`src/rtl/level_decoding_ctrl_pkg.sv`:
```
// Shared definitions for the CAVLC level-decoding sequencer: phase encodings
// (shared with level_decoding), per-block-type coefficient limits and input helpers.
package level_decoding_ctrl_pkg;

    localparam int MAX_COEFF_LUMA4X4  = 16;
    localparam int MAX_COEFF_AC       = 15;
    localparam int MAX_COEFF_CHROMADC = 4;

    localparam int CAVLC_STATE_W = 4;

    // Encodings are fixed because the datapath decodes cavlc_decoder_state directly.
    typedef enum logic [CAVLC_STATE_W-1:0] {
        CAVLC_IDLE              = 4'd0,
        TRAILING_ONES_SIGN_FLAG = 4'd3,
        LEVEL_PREFIX            = 4'd4,
        LEVEL_SUFFIX            = 4'd5,
        LEVEL_DONE              = 4'd6
    } cavlc_state_e;

    typedef enum logic [1:0] {
        BITS_NONE,
        BITS_T1,
        BITS_PREFIX,
        BITS_SUFFIX
    } bits_sel_e;

    function automatic logic [4:0] clamp_total_coeff(input logic [4:0] tc, input int max_coeff);
        if (int'(tc) > max_coeff) begin
            return 5'(max_coeff);
        end
        return tc;
    endfunction

    // TrailingOnes is only 2 bits wide, so the ">3" case cannot be encoded.
    function automatic logic coeff_token_bad(input logic [4:0] tc, input logic [1:0] t1,
                                             input int max_coeff);
        return (int'(tc) > max_coeff) || ({3'b000, t1} > tc);
    endfunction

endpackage

```
`src/rtl/level_decoding_ctrl_if.sv`:
```
// Port bundle between the level-decoding sequencer and its datapath/bitstream buffer.
interface level_decoding_ctrl_if #(
    parameter int STATE_W = 4
);

    // Handshake: start is a one-cycle strobe, honoured only when the sequencer is idle
    // and not pulsing done. consume_valid is asserted only in a cycle where bs_ready is
    // high; bits_consumed is the advance for that cycle and reads 0 whenever
    // consume_valid is low. done and err are single-cycle pulses.
    logic               start;
    logic [4:0]         TotalCoeff;
    logic [1:0]         TrailingOnes;
    logic [3:0]         heading_one_pos;
    logic [3:0]         levelSuffixSize;
    logic               bs_ready;
    logic [STATE_W-1:0] cavlc_decoder_state;
    logic [3:0]         i_level;
    logic [4:0]         bits_consumed;
    logic               consume_valid;
    logic               busy;
    logic               done;
    logic               err;

    modport master (
        output start, TotalCoeff, TrailingOnes, heading_one_pos, levelSuffixSize, bs_ready,
        input  cavlc_decoder_state, i_level, bits_consumed, consume_valid, busy, done, err
    );

    modport slave (
        input  start, TotalCoeff, TrailingOnes, heading_one_pos, levelSuffixSize, bs_ready,
        output cavlc_decoder_state, i_level, bits_consumed, consume_valid, busy, done, err
    );

endinterface

```
`src/rtl/level_decoding_ctrl_bits_mux.sv`:
```
// Selects how many bitstream bits the current level-decoding phase consumes.
import level_decoding_ctrl_pkg::*;

module level_bits_mux (
    input  bits_sel_e  sel,
    input  logic [1:0] t1,
    input  logic [3:0] prefix_zeros,
    input  logic [3:0] suffix_size,
    output logic [4:0] bits
);

    always_comb begin
        bits = 5'd0;
        case (sel)
            BITS_T1:     bits = {3'b000, t1};
            // level_prefix is the leading zeros plus the terminating one bit.
            BITS_PREFIX: bits = {1'b0, prefix_zeros} + 5'd1;
            BITS_SUFFIX: bits = {1'b0, suffix_size};
            default:     bits = 5'd0;
        endcase
    end

endmodule

```
`src/rtl/level_decoding_ctrl.sv`:
```
// CAVLC level-decoding sequencer: walks trailing-ones signs, level prefixes and suffixes.
// Build option: LEVEL_CTRL_RANGE_CHECK_EN rejects out-of-range coeff_token values with err.
import level_decoding_ctrl_pkg::*;

module level_decoding_ctrl #(
    parameter int MAX_COEFF = MAX_COEFF_LUMA4X4,
    parameter int STATE_W   = CAVLC_STATE_W
) (
    input  logic                 clk,
    input  logic                 reset,
    level_decoding_ctrl_if.slave bus
);

    cavlc_state_e state_q;
    cavlc_state_e state_d;

    logic [4:0] tc_r;
    logic [1:0] t1_r;
    logic [3:0] i_level_q;
    logic       done_q;
    logic [4:0] tc_in;
    logic [4:0] next_count;
    logic       start_ok;
    logic       range_err;
    logic       consume_valid;
    bits_sel_e  bits_sel;

    // The done cycle still counts as busy for start, so a back-to-back start is dropped.
    assign start_ok   = bus.start && (state_q == CAVLC_IDLE) && !done_q;
    assign tc_in      = clamp_total_coeff(bus.TotalCoeff, MAX_COEFF);
    assign next_count = {1'b0, i_level_q} + 5'd1;

`ifdef LEVEL_CTRL_RANGE_CHECK_EN
    logic err_q;

    assign range_err = coeff_token_bad(bus.TotalCoeff, bus.TrailingOnes, MAX_COEFF);

    always_ff @(posedge clk) begin
        if (reset) begin
            err_q <= 1'b0;
        end else begin
            err_q <= start_ok && range_err;
        end
    end

    assign bus.err = err_q;
`else
    assign range_err = 1'b0;
    assign bus.err   = 1'b0;
`endif

    always_ff @(posedge clk) begin
        if (reset) begin
            state_q <= CAVLC_IDLE;
        end else begin
            state_q <= state_d;
        end
    end

    always_comb begin
        state_d = state_q;
        case (state_q)
            CAVLC_IDLE: begin
                if (start_ok) begin
                    if (range_err || (tc_in == 5'd0)) begin
                        state_d = LEVEL_DONE;
                    end else if (bus.TrailingOnes != 2'd0) begin
                        state_d = TRAILING_ONES_SIGN_FLAG;
                    end else begin
                        state_d = LEVEL_PREFIX;
                    end
                end
            end
            TRAILING_ONES_SIGN_FLAG: begin
                if (bus.bs_ready) begin
                    state_d = (tc_r <= {3'b000, t1_r}) ? LEVEL_DONE : LEVEL_PREFIX;
                end
            end
            LEVEL_PREFIX: begin
                if (bus.bs_ready) begin
                    state_d = LEVEL_SUFFIX;
                end
            end
            LEVEL_SUFFIX: begin
                // >= rather than == so an untrusted TrailingOnes > TotalCoeff still terminates.
                if (bus.bs_ready) begin
                    state_d = (next_count >= tc_r) ? LEVEL_DONE : LEVEL_PREFIX;
                end
            end
            LEVEL_DONE: state_d = CAVLC_IDLE;
            default:    state_d = CAVLC_IDLE;
        endcase
    end

    always_comb begin
        consume_valid = 1'b0;
        bits_sel      = BITS_NONE;
        case (state_q)
            TRAILING_ONES_SIGN_FLAG: begin
                consume_valid = bus.bs_ready;
                bits_sel      = bus.bs_ready ? BITS_T1 : BITS_NONE;
            end
            LEVEL_PREFIX: begin
                consume_valid = bus.bs_ready;
                bits_sel      = bus.bs_ready ? BITS_PREFIX : BITS_NONE;
            end
            LEVEL_SUFFIX: begin
                consume_valid = bus.bs_ready;
                bits_sel      = bus.bs_ready ? BITS_SUFFIX : BITS_NONE;
            end
            default: begin
                consume_valid = 1'b0;
                bits_sel      = BITS_NONE;
            end
        endcase
    end

    always_ff @(posedge clk) begin
        if (reset) begin
            tc_r      <= 5'd0;
            t1_r      <= 2'd0;
            i_level_q <= 4'd0;
            done_q    <= 1'b0;
        end else begin
            done_q <= (state_q == LEVEL_DONE);
            if (start_ok && !range_err) begin
                tc_r <= tc_in;
                t1_r <= bus.TrailingOnes;
            end
            case (state_q)
                TRAILING_ONES_SIGN_FLAG: begin
                    if (bus.bs_ready) begin
                        i_level_q <= {2'b00, t1_r};
                    end
                end
                LEVEL_SUFFIX: begin
                    // Saturate: a 16-level block finishes on the write at index 15.
                    if (bus.bs_ready && (i_level_q != 4'hF)) begin
                        i_level_q <= i_level_q + 4'd1;
                    end
                end
                LEVEL_DONE: i_level_q <= 4'd0;
                default: ;
            endcase
        end
    end

    level_bits_mux u_bits_mux (
        .sel          (bits_sel),
        .t1           (t1_r),
        .prefix_zeros (bus.heading_one_pos),
        .suffix_size  (bus.levelSuffixSize),
        .bits         (bus.bits_consumed)
    );

    assign bus.cavlc_decoder_state = STATE_W'(state_q);
    assign bus.i_level             = i_level_q;
    assign bus.consume_valid       = consume_valid;
    assign bus.busy                = (state_q != CAVLC_IDLE);
    assign bus.done                = done_q;

endmodule

```
`src/flat_wrapper.sv`:
```
// flat-port wrapper written by rule: the top's interface ports become plain ports
module level_decoding_ctrl_flat 
#(
    parameter int MAX_COEFF = MAX_COEFF_LUMA4X4,
    parameter int STATE_W   = CAVLC_STATE_W
)
  (clk, reset, bus_start, bus_TotalCoeff, bus_TrailingOnes, bus_heading_one_pos, bus_levelSuffixSize, bus_bs_ready, bus_cavlc_decoder_state, bus_i_level, bus_bits_consumed, bus_consume_valid, bus_busy, bus_done, bus_err);
  level_decoding_ctrl_if #(.STATE_W(STATE_W)) bus_i ();
  input  logic clk;
  input  logic reset;
  input wire logic [$bits(bus_i.start)-1:0] bus_start;
  input wire logic [$bits(bus_i.TotalCoeff)-1:0] bus_TotalCoeff;
  input wire logic [$bits(bus_i.TrailingOnes)-1:0] bus_TrailingOnes;
  input wire logic [$bits(bus_i.heading_one_pos)-1:0] bus_heading_one_pos;
  input wire logic [$bits(bus_i.levelSuffixSize)-1:0] bus_levelSuffixSize;
  input wire logic [$bits(bus_i.bs_ready)-1:0] bus_bs_ready;
  output wire logic [$bits(bus_i.cavlc_decoder_state)-1:0] bus_cavlc_decoder_state;
  output wire logic [$bits(bus_i.i_level)-1:0] bus_i_level;
  output wire logic [$bits(bus_i.bits_consumed)-1:0] bus_bits_consumed;
  output wire logic [$bits(bus_i.consume_valid)-1:0] bus_consume_valid;
  output wire logic [$bits(bus_i.busy)-1:0] bus_busy;
  output wire logic [$bits(bus_i.done)-1:0] bus_done;
  output wire logic [$bits(bus_i.err)-1:0] bus_err;
  assign bus_i.start = bus_start;
  assign bus_i.TotalCoeff = bus_TotalCoeff;
  assign bus_i.TrailingOnes = bus_TrailingOnes;
  assign bus_i.heading_one_pos = bus_heading_one_pos;
  assign bus_i.levelSuffixSize = bus_levelSuffixSize;
  assign bus_i.bs_ready = bus_bs_ready;
  assign bus_cavlc_decoder_state = bus_i.cavlc_decoder_state;
  assign bus_i_level = bus_i.i_level;
  assign bus_bits_consumed = bus_i.bits_consumed;
  assign bus_consume_valid = bus_i.consume_valid;
  assign bus_busy = bus_i.busy;
  assign bus_done = bus_i.done;
  assign bus_err = bus_i.err;
  level_decoding_ctrl #(.MAX_COEFF(MAX_COEFF), .STATE_W(STATE_W)) u_core (.clk(clk), .reset(reset), .bus(bus_i));
endmodule
```
`config.mk`:
```
export PLATFORM = sky130hd
export DESIGN_NAME = level_decoding_ctrl_flat
export DESIGN_NICKNAME = d
export VERILOG_FILES = /design/src/rtl/level_decoding_ctrl_pkg.sv /design/src/rtl/level_decoding_ctrl_if.sv /design/src/rtl/level_decoding_ctrl_bits_mux.sv /design/src/rtl/level_decoding_ctrl.sv /design/src/flat_wrapper.sv
export SDC_FILE = /design/constraint.sdc
export NUM_CORES = 1
export LEC_CHECK = 0
export BUFFER_PORTS_ARGS = -buffer_cell sky130_fd_sc_hd__buf_2
export CORE_AREA = 2 2 51 53
export DETAILED_ROUTE_END_ITERATION = 16
export DIE_AREA = 0 0 53 55
export PLACE_DENSITY = 0.77
export REMOVE_ABC_BUFFERS = 1
export SETUP_SLACK_MARGIN = 0.5
export SYNTH_ARGS = -nofsm -noshare
export SYNTH_HDL_FRONTEND = slang
export SYNTH_SLANG_ARGS = --single-unit
```
`constraint.sdc`:
```
create_clock -name clk -period 1.9 [get_ports clk]
set_input_delay 0.095 -clock clk [delete_from_list [all_inputs] [get_ports clk]]
set_output_delay 0.095 -clock clk [all_outputs]
set_load 0.01 [all_outputs]
```
==> run summary <==
crit path time final -> 1.61 ns
Initial Util -> 48.3%
WL met3 -> 345 µm
type of the worst setup path -> reg -> reg
TritonCTS Buffers -> 3
Hold Violations, Final -> 0
CTS Buffer Depth -> 2
clk_lat worst skew -> 0.30 ns
Max VDD drop -> 672 µV
EDFF count, synth -> 0
count of mapped cells out of synthesis -> 142
Final setup viols -> 0
leakage -> 0.758 nW
Unique masters post-synth -> 45
die area -> 2920 µm²
Placed Area -> 1320 µm²
Max-Cap Viols -> 0
sink of the worst hold path -> u_core.t1_r[1]
Netlist Area Pre-Place -> 1140 µm²
vias after detailed routing -> 1415
clock transition at the registers of the reported paths -> 0.10 ns
Die Y -> 55 µm
# fillers -> 167
drt pass-1 iters -> 4
largest net degree at the start of global routing -> 16
routed wl met2 -> 2040 µm
Post-synth top flop -> dfxtp_1
# IOs -> 36
width of the die -> 53 µm
RD Place Congestion -> 0.849
number of global-route vias before repair -> 1277
CP max FO -> 4
crit path capture type -> flop
NumNets Final -> 228
Min Hold Slack -> 0.0746 ns
Overall Global Routing Usage -> 27.7%
Slew Viols, Final -> 0
Rows -> 18
reg2reg end -> u_core.bus.cavlc_decoder_state[1]
hold_sp -> bus_TrailingOnes[1]
Worst setup SP type -> flop
Post-CTS Hold Fix Bufs -> 0
syn avg cell area -> 8.04 µm²
Core Util, Final -> 73.0%
clock root cell -> clkbuf_4
wire per inst -> 17.5 µm
FF-to-FF path depth -> 7
Place WS -> 0.185 ns
Iter 0 DRT Violations -> 47
GR Overflow Total -> 0
Seq cells post-synth -> 15
Final Cycle Share -> 85.0%
highest clock rate -> 619 MHz
htree depth -> 1
clock sink count -> 15
Post-DRT Antenna Nets -> 0
Final WS setup -> 0.286 ns
Layout area overhead -> 51.0%
final setup TNS -> 0 ns
placed wire-length estimate -> 2080 µm
DRC viols -> 0
CP Launch Point -> u_core.bus.i_level[1]
Pwr per Cell Area -> 567 nW/µm²
vias per cell -> 6.18
Highest Signal Layer -> met4
hold path depth -> 3
TritonCTS clock tree -> built
final instance area -> 1730 µm²
Worst Skew -> 0.00338 ns
Metal-1 WL -> 1390 µm
final wirelength -> 4020 µm
Hold WC Path Type -> in -> reg
ratio of cells with drive above 1 in the final layout -> 49.2%
worst r2r src -> u_core.bus.i_level[1]
RSZ-0062 raised after global routing -> yes
CP arrival -> 1.83 ns
Req. time, crit path -> 2.11 ns
Worst R2R Setup Slack -> 0.29 ns
register area share after synthesis -> 26.3%
Core Footprint -> 2360 µm²
global-route wire length before repair -> 5840 µm
asr flop ratio synth -> 0%
status -> complete, no violations
input/output buffers -> 33
initial antenna violation count -> 0
yosys warns -> 0
ant diodes -> 0
==> routing by layer <==
metal | vias to the layer above | global-route usage, %
met1 | 650 | 30.7
li1 | 637 | -
met2 | 93 | 49.0
met5 | - | 0
met4 | 0 | 10.7
met3 | 35 | 9.41
==> worst max-delay path, stage by stage, from the launching register on <==
cell,delay [ns]
dfxtp_2,0.37
ha_4,0.16
and3_2,0.24
ha_1,0.16
nand3_1,0.13
o21ai_0,0.14
nand3b_1,0.10
a311oi_1,0.23
==> synthesized netlist by cell type (all sizes together) (2+ instances only) <==
cell / number / area [µm²]
a211oi: 2 / 15.0
a21oi: 10 / 50.1
a22o: 2 / 17.5
a22oi: 3 / 22.5
a311oi: 2 / 17.5
a32o: 2 / 20.0
and3: 2 / 12.5
buf: 5 / 42.5
clkbuf: 5 / 18.8
dfxtp: 15 / 300
ha: 9 / 113
inv: 8 / 30.0
mux2i: 3 / 30.0
nand2: 13 / 48.8
nand2b: 2 / 20.0
nand3: 4 / 20.0
nand3b: 2 / 15.0
nor2: 8 / 30.0
nor2b: 5 / 31.3
nor3: 3 / 15.0
o2111ai: 2 / 17.5
o21ai: 8 / 40.0
o22ai: 3 / 18.8
or3b: 4 / 35.0
xnor2: 3 / 26.3
xor2: 2 / 17.5
==> cell type report <==
class / count / area, µm² / area share, %
multi-input combinational: 111 / 902 / 52.3
timing repair buffer: 61 / 413 / 23.9
sequential: 15 / 313 / 18.1
tap: 30 / 37.5 / 2.18
inverter: 8 / 30.0 / 1.74
clock buffer: 3 / 22.5 / 1.31
clock inverter: 1 / 7.51 / 0.435
==> kinds of logic (layout without fill, tap and decap cells) <==
| kind of cell | count (synthesis) | count (layout) | synth area share [%] |
|---|---|---|---|
| XOR/XNOR | 5 | 5 | 3.83 |
| adder cells (fa/ha/maj) | 9 | 9 | 9.86 |
| multiplexers | 3 | 3 | 2.63 |
| AND/OR/NAND/NOR | 51 | 52 | 25.5 |
| buffers and inverters | 18 | 73 | 7.99 |
| other | 1 | 2 | 0.328 |
| AO/OA/AOI/OAI | 40 | 40 | 23.6 |
| flip-flops | 15 | 15 | 26.3 |
==> layout by cell type (no fill, tap or decap), types with 2 or more instances in the layout <==
cell and count:
inv_1 8, o22ai_1 2, dfxtp_4 2, nor2b_4 2
clkbuf_4 3, a211oi_1 2, conb_1 2, o21ai_0 5
nand2_1 13, buf_2 33, or3b_4 3, a32o_1 2
nand3b_1 2, nor2_1 6, buf_6 10, a21oi_2 6
a21oi_1 4, ha_1 7, o21ai_1 3, mux2i_1 3
nand2b_4 2, a22o_1 2, buf_4 18, nor2_4 2
a311oi_1 2, nor2b_1 3, dfxtp_2 4, dfxtp_1 9
a22oi_1 3, nor3_1 3, nand3_1 3
==> report_power, final <==
group / leakage (nW) / internal (mW) / switching, mW
combinational: 0.618 / 0.216 / 0.198
clock: 0.0139 / 0.0803 / 0.121
sequential: 0.125 / 0.335 / 0.0278
total: 0.758 / 0.631 / 0.347
==> through the flow <==
| step | total power [mW] | instances |
|---|---|---|
| finish | 0.978 | 229 |
| global route | 1.02 | 229 |
| CTS | 0.901 | 225 |
| detailed placement | 0.603 | 200 |
| global placement | 0.594 | 200 |
| floorplan | 0.513 | 133 |
==> worst max path at each step <==
stage,to,slack (ns),depth (start not counted)
3_5_place_dp,u_core.tc_r[3],0.19,4
5_1_grt,u_core.bus.cavlc_decoder_state[1],0.20,8
4_1_cts,u_core.bus.cavlc_decoder_state[1],0.32,7
6_report,u_core.bus.cavlc_decoder_state[1],0.29,7
3_3_place_gp,u_core.tc_r[3],0.23,4
2_1_floorplan,u_core.tc_r[0],0.17,4
==> registers in the layout, summed over array words and instances (netlist names) <==
register / cells
u_core.bus.cavlc_decoder_state: 3
u_core.bus.done: 1
u_core.bus.i_level: 4
u_core.t1_r: 2
u_core.tc_r: 5
==> repair_timing <==
item	4_1_cts	5_1_grt
resized for setup	36	16
gates cloned	1	0
pin swaps	22	12
setup buffers	20	4
endpoints found under the setup margin	18	19
Note: power is estimated with default switching activity, not from simulation.
